--- config.mk ---
export PLATFORM = sky130hd
export DESIGN_NAME = serial_adder_ctrl
export DESIGN_NICKNAME = d
export VERILOG_FILES = /design/src/rtl/serial_adder_ctrl.sv
export SDC_FILE = /design/constraint.sdc
export NUM_CORES = 1
export LEC_CHECK = 0
export BUFFER_PORTS_ARGS = -buffer_cell sky130_fd_sc_hd__buf_2
export CORE_MARGIN = 2
export CORE_UTILIZATION = 47
export DETAILED_ROUTE_END_ITERATION = 8
export PLACE_DENSITY = 0.76
export RECOVER_POWER = 50
export SETUP_SLACK_MARGIN = 0.3
export SLEW_MARGIN = 30
export SYNTH_ARGS = -nofsm -noshare
export SYNTH_HDL_FRONTEND = slang
export SYNTH_SLANG_ARGS = --single-unit
--- constraint.sdc ---
create_clock -name clk -period 1.2 [get_ports clk]
set_input_delay 0.12 -clock clk [delete_from_list [all_inputs] [get_ports clk]]
set_output_delay 0.12 -clock clk [all_outputs]
set_load 0.01 [all_outputs]
--- src/rtl/serial_adder_ctrl.sv ---
// Bit-serial adder: a single full adder produces one sum bit per clock, LSB first,
// under a three-state controller with a one-cycle done pulse.

module FullAdder (
  input  logic A,
  input  logic B,
  input  logic CI,
  output logic S,
  output logic CO
);
  assign S  = A ^ B ^ CI;
  assign CO = (A & B) | (CI & (A ^ B));
endmodule

module serial_adder_ctrl #(
  parameter int N = 8
) (
  input  logic         clk,
  input  logic         reset,
  input  logic         start,
  input  logic [N-1:0] A,
  input  logic [N-1:0] B,
  input  logic         CI,
  output logic         busy,
  output logic         done,
  output logic [N-1:0] S,
  output logic         CO
);
  localparam int CW = (N > 1) ? $clog2(N) : 1;

  typedef enum logic [1:0] {IDLE, ADD, DONE} state_t;

  state_t         state_q, state_d;
  logic [N-1:0]   a_q, a_d, b_q, b_d, s_q, s_d;
  logic           c_q, c_d, co_q, co_d;
  logic [CW-1:0]  cnt_q, cnt_d;
  logic           fa_s, fa_co;

  FullAdder u_fa (
    .A  (a_q[0]),
    .B  (b_q[0]),
    .CI (c_q),
    .S  (fa_s),
    .CO (fa_co)
  );

  always_ff @(posedge clk or posedge reset) begin
    if (reset) begin
      state_q <= IDLE;
      a_q     <= '0;
      b_q     <= '0;
      s_q     <= '0;
      c_q     <= 1'b0;
      co_q    <= 1'b0;
      cnt_q   <= '0;
    end else begin
      state_q <= state_d;
      a_q     <= a_d;
      b_q     <= b_d;
      s_q     <= s_d;
      c_q     <= c_d;
      co_q    <= co_d;
      cnt_q   <= cnt_d;
    end
  end

  always_comb begin
    state_d = state_q;
    a_d     = a_q;
    b_d     = b_q;
    s_d     = s_q;
    c_d     = c_q;
    co_d    = co_q;
    cnt_d   = cnt_q;
    case (state_q)
      IDLE: begin
        if (start) begin
          a_d     = A;
          b_d     = B;
          c_d     = CI;
          s_d     = '0;
          co_d    = 1'b0;
          cnt_d   = '0;
          state_d = ADD;
        end
      end
      ADD: begin
        // Sum bits enter at the MSB so that after N shifts bit 0 holds the first sum.
        s_d   = {fa_s, s_q[N-1:1]};
        c_d   = fa_co;
        a_d   = a_q >> 1;
        b_d   = b_q >> 1;
        cnt_d = cnt_q + CW'(1);
        if (cnt_q == CW'(N - 1)) begin
          co_d    = fa_co;
          state_d = DONE;
        end
      end
      DONE:    state_d = IDLE;
      default: state_d = IDLE;
    endcase
  end

  assign busy = (state_q == ADD);
  assign done = (state_q == DONE);
  assign S    = s_q;
  assign CO   = co_q;
endmodule
# [Word-level counts from Yosys, hierarchy flattened]
# Index checks and enable logic that the tools add are counted.
[totals] reg_bits=31 inputBits=20 output_inout_bits=11 wordCells=39
[classes] n_addsub=1 n_eq_ne=5 muxes=16 n_bitwise=5 n_reduce_logical=5
[op_table] operator="one-hot mux 8 bit (2 select lines)" count=3
[op_table] operator="2-to-1 mux 8 bit" count=3
[op_table] operator="one-hot mux 3 bit (2 select lines)" count=1
[op_table] operator="2-to-1 mux 2 bit" count=2
[op_table] operator="one-hot mux 1 bit (2 select lines)" count=2
[op_table] operator="one-hot mux 2 bit (2 select lines)" count=1
[op_table] operator="AND reduction 2 bit" count=2
[op_table] operator="adder 3 x 1 -> 3 bit, second input constant" count=1
[op_table] operator="== test 3 bit, second input constant" count=1
[op_table] operator="2-to-1 mux 1 bit" count=3
[op_table] operator="2-to-1 mux 3 bit" count=1
[op_table] operator="AND reduction 3 bit" count=1
[op_table] operator="bitwise AND 1 bit" count=2
[op_table] operator="== test 2 x 1 -> 1 bit, second input constant" count=1
[op_table] operator="== test 2 bit, second input constant" count=1
[op_table] operator="logical NOT 2 bit" count=1
[op_table] operator="!= test 2 x 1 -> 1 bit, second input constant" count=1
[op_table] operator="!= test 2 bit, second input constant" count=1
[op_table] operator="nonzero test 2 bit" count=1
[op_table] operator="bitwise XOR 1 bit" count=2
[op_table] operator="bitwise OR 1 bit" count=1

# [Longest topological paths before layout]
[logic_depth] word_depth=5 ltp_mapped=5 ltp_nobuf=4

# [Cells and area by module]
# Synthesis repeated with hierarchy kept, for this count alone.
[hier_totals] cells_unflattened=123 area_unflattened_um2=1491.4
[modules_own_cells] module="serial_adder_ctrl" n_inst=1 cells_per_inst=122 area_per_inst_um2=1471.4
[modules_own_cells] module="FullAdder" n_inst=1 cells_per_inst=1 area_per_inst_um2=20.0

# [Worst setup path after synthesis]
# Ideal clock, no wire load.
[synth_timing] path_kind="reg2reg" startpoint="register state_q[1]" endpoint="register a_q[6]" arrival_time_ns=1.101 required_time_ns=1.079 setup_slack_ns=-0.022 stages_incl_launch_ff=5 n_path_buf=1 synth_period_minus_slack_ns=1.222 path_cell_list="dfrtp_1 buf_6 or4b_4 o21ai_2 a21oi_1"
[synth_between] elab_chain_len=3 elab_cells_between_ends=6
[synth_rtl] item="start: declaration" line="33" source="state_t state_q, state_d;"
[synth_rtl] item="start signal: assignment" line="57" source="state_q <= state_d;"
[synth_rtl] item="== test 2 x 1 -> 1 bit or logical NOT 2 bit (tied branches)" line="75" source="case (state_q)"
[synth_rtl] item="nonzero test 2 bit (no line) or != test 2 bit (tied branches)"
[synth_rtl] item="AND reduction 2 bit (no line)"
[synth_rtl] item="end signal: assignment" line="50" source="a_q <= '0;"
[synth_rtl] item="end signal: assignment" line="58" source="a_q <= a_d;"
[synth_rtl] item="end: declaration" line="34" source="logic [N-1:0] a_q, a_d, b_q, b_d, s_q, s_d;"
# Several ways; a longest one is shown, not always the timed one.
# A chain may end at the register's enable or synchronous reset.

# [Final worst setup path]
[layout_timing] startpoint="register state_q[1]" endpoint="register c_q"
[layout_between] elab_chain_len=3 elab_cells_between_ends=6
[layout_rtl] item="== test 2 x 1 -> 1 bit or logical NOT 2 bit (tied branches)" line="75"
[layout_rtl] item="nonzero test 2 bit (no line) or != test 2 bit (tied branches)"
[layout_rtl] item="AND reduction 2 bit (no line)"
[layout_rtl] item="end signal: assignment" line="53" source="c_q <= 1'b0;"
[layout_rtl] item="end signal: assignment" line="61" source="c_q <= c_d;"
[layout_rtl] item="end: declaration" line="35" source="logic c_q, c_d, co_q, co_d;"
# Several ways; a longest one is shown, not always the timed one.

==> implementation parameters <==
Parameter                              Value

Outcome
  Outcome ... finished, violations left
  Violations in the final reports ... design-rule violations, negative setup slack

Placed design
  Placement Cell Area ... around 1700 µm²
  Placer Congestion ... 0.801
  Total instance count after detailed placement ... 195
  Detailed Place HPWL ... 2280 µm
  Number of port buffers ... 30

Synth
  Most used DFF post-synth ... sky130_fd_sc_hd__dfrtp_1
  Flops & latches, synth ... 31
  Synthesized netlist net count ... between 150 and 200
  Top cell type's share of synthesized area ... between 50 and 60%
  Total number of yosys warnings ... 0
  Post-synth EDFFs ... 0
  Post-synthesis async set-or-reset flop share ... 100%
  Library cells used by synthesis ... 24
  Sequential fraction of the synthesis area ... a little over half
  Gate count after technology mapping ... 132
  Main area contributors after synthesis ... sky130_fd_sc_hd__dfrtp_1 55%, sky130_fd_sc_hd__o22ai_1 11%, sky130_fd_sc_hd__a22o_1 6.2%
  Post-synth top area cell ... sky130_fd_sc_hd__dfrtp_1
  Post-Syn Area ... around 1400 µm²
  Avg Cell Area, Syn ... around 11 µm²
  Most used standard cells in the synthesized netlist ... 31 x sky130_fd_sc_hd__dfrtp_1, 24 x sky130_fd_sc_hd__o22ai_1, 15 x sky130_fd_sc_hd__a21oi_1
  Most instantiated library cell after synthesis ... sky130_fd_sc_hd__dfrtp_1

Final layout
  Finished Layout Cells ... 224
  Cell area after layout ... 2040 µm²
  Share of post-route cells with drive strength above 1 ... 51.8%
  Core utilization of the finished layout ... between 70% and 80%
  Layout area overhead ... 44.7%
  Total Nets Final ... 216
  Ant. Diodes ... 0

STA
  Layout Skew ... between 0.01 and 0.015 ns
  Hold WS ... 0.0307 ns
  Measured slew at the worst slew-check pin ... ~0.75 ns
  Highest clock rate ... 770 MHz
  Max-slew violations ... 0
  Final min period ... approximately 1.3 ns
  Final hold viol count ... 0
  Setup violators final ... 12
  Sum of negative setup slack ... -0.478 ns
  Unrepaired setup endpoints after global routing ... yes
  Post-layout worst setup margin ... -0.0980 ns
  Relative slew margins ... roughly 50%
  Portion of the clock cycle consumed by the worst path in the final layout ... 108%

Clocking
  Root cell of the clock tree ... sky130_fd_sc_hd__clkbuf_4
  CTS tree ... done
  Deepest level of the CTS H-tree ... 2
  TritonCTS buffer count ... 5
  Clock insertion delay at the later pin of the skew report ... 0.33 ns
  Clock transition at the register clock pins on the worst setup and hold paths after CTS ... roughly 0.090 ns
  Worst-case clock buffer depth ... 2
  Clock sink total ... 31

Routing
  Router iterations before antenna repair ... 6
  # DRC ... 3
  Vias ... between 1,000 and 1,500
  Vias per Instance ... roughly 5.9
  Routed wirelength normalized by instance count ... around 16 µm
  1st-iter DRT viols ... between 40 and 50
  Sum of routed wire length over all layers ... around 3600 µm
  Remaining antenna violation count after routing ... 0

Pwr
  Reported leakage power ... between 0.0009 and 0.001 µW
  Power per Cell Area ... approximately 2500 nW/µm²
  Worst voltage drop across the vdd grid ... ~1.4 mV

Floorplanning
  Overall die area ... between 3000 and 4000 µm²
  Die Ht ... slightly below 60 µm
  Starting utilization of the core area ... about half
  I/O Pins ... 31
  Row cnt ... 19
  Horizontal extent of the die ... 58.8 µm
  Core ar. ... roughly 2800 µm²

Global route
  Combined global-route utilization of all metal layers ... a little under a quarter
  Leftover overflow at the end of global routing ... 0
  Initial antenna violation count ... 0
  Wire length of the first global-routing pass ... about 5900 µm
  Vias in the first global route ... roughly 1,300
  Pin count of the biggest net entering global routing ... 32

Setup path
  Element type at the critical path start ... flop
  Critical path capture point type ... flop
  Crit path kind ... flop to flop
  CP max FO ... 5
  Data required time at the worst endpoint ... 1.43 ns
  Worst EP arrival ... 1.52 ns

Worst hold path
  Hold Path Class ... input port to flop

Job
  Max-capacitance violation count ... 0
==> placed cells by master (no fill, tap or decap), types with 3 or more instances in the layout <==
cell                       count
sky130_fd_sc_hd__o22ai_2       3
sky130_fd_sc_hd__o21ai_1       3
sky130_fd_sc_hd__nand2_1       5
sky130_fd_sc_hd__buf_12        3
sky130_fd_sc_hd__clkbuf_4      5
sky130_fd_sc_hd__inv_2         3
sky130_fd_sc_hd__buf_4        24
sky130_fd_sc_hd__buf_6         7
sky130_fd_sc_hd__inv_1         5
sky130_fd_sc_hd__buf_2        28
sky130_fd_sc_hd__o22ai_1      21
sky130_fd_sc_hd__a22o_1       10
sky130_fd_sc_hd__dfrtp_1      29
sky130_fd_sc_hd__a21oi_1      13
==> logic make-up (layout without fill, tap and decap cells) <==
| kind of cell | count (synthesis) | in the layout | share of synthesized area (%) |
|---|---|---|---|
| AO/OA/AOI/OAI | 60 | 60 | 27.7 |
| adder cells (fa/ha/maj) | 3 | 3 | 3.19 |
| buffers and inverters | 20 | 81 | 7.35 |
| flip-flops | 31 | 31 | 54.9 |
| AND/OR/NAND/NOR | 18 | 18 | 6.82 |
==> per-stage QoR <==
step | worst slack (ns) | total power [µW]
6_report | -0.0980 | 5110
3_3_place_gp | -0.0369 | 3680
3_5_place_dp | -0.116 | 3810
5_1_grt | -0.123 | 5500
2_1_floorplan | 0.0105 | 3210
4_1_cts | -0.0901 | 4920
==> layout make-up <==
| type | instances | area [µm²] |
|---|---|---|
| flip-flops and latches | 31 | 778 |
| fillers | 199 | 761 |
| multi-input cells | 81 | 643 |
| repair buffers | 65 | 489 |
| clock buffers | 6 | 51.3 |
| inverters | 9 | 38.8 |
| well taps | 31 | 38.8 |
| clock inverters | 1 | 5.00 |
==> timing repair <==
item,CTS,global route
setup buffers,17,4
endpoints found under the setup margin,42,42
resized for setup,27,10
pin swaps,9,5
hold endpoints to repair,31,0
hold buffers,1,0
==> report_power, final <==
group / switching [µW] / internal, µW
sequential: 349 / 1510
combinational: 1200 / 1430
clock: 353 / 271
==> critical path, stage by stage (launching register included) <==
cell                       delay, ns
sky130_fd_sc_hd__dfrtp_2        0.42
sky130_fd_sc_hd__buf_6          0.12
sky130_fd_sc_hd__buf_4          0.12
sky130_fd_sc_hd__buf_6          0.11
sky130_fd_sc_hd__nor2b_4        0.04
sky130_fd_sc_hd__a22o_1         0.19
sky130_fd_sc_hd__a221oi_2       0.20
==> worst paths after layout <==
path / from / endpoint / slack (ns) / cells after the start
max in group asynchronous: reset / state_q[1]$_DFFE_PP0P_ / 0.14 / 4
min: A[7] / a_q[7]$_DFFE_PP0P_ / 0.03 / 3
max reg2reg: state_q[1]$_DFFE_PP0P_ / c_q$_DFFE_PP0P_ / -0.1 / 6
min reg2reg: cnt_q[0]$_DFFE_PP0P_ / cnt_q[0]$_DFFE_PP0P_ / 0.51 / 1
max: state_q[1]$_DFFE_PP0P_ / c_q$_DFFE_PP0P_ / -0.1 / 6
min in group asynchronous: reset / S[1]$_DFFE_PP0P_ / 0.53 / 4
==> per-layer routing <==
metal	vias up	routed length, µm	GRT usage [%]
li1	613	-	-
met1	645	1500	30.7
met2	58	1700	35.2
met3	10	265	6.81
met4	0	93	10.4
met5	-	0	0
==> flip-flops by register name, summed over array words and instances (netlist names) <==
name	count
CO	1
S	8
a_q	8
b_q	8
c_q	1
cnt_q	3
state_q	2
Note: power is estimated with default switching activity, not from simulation.
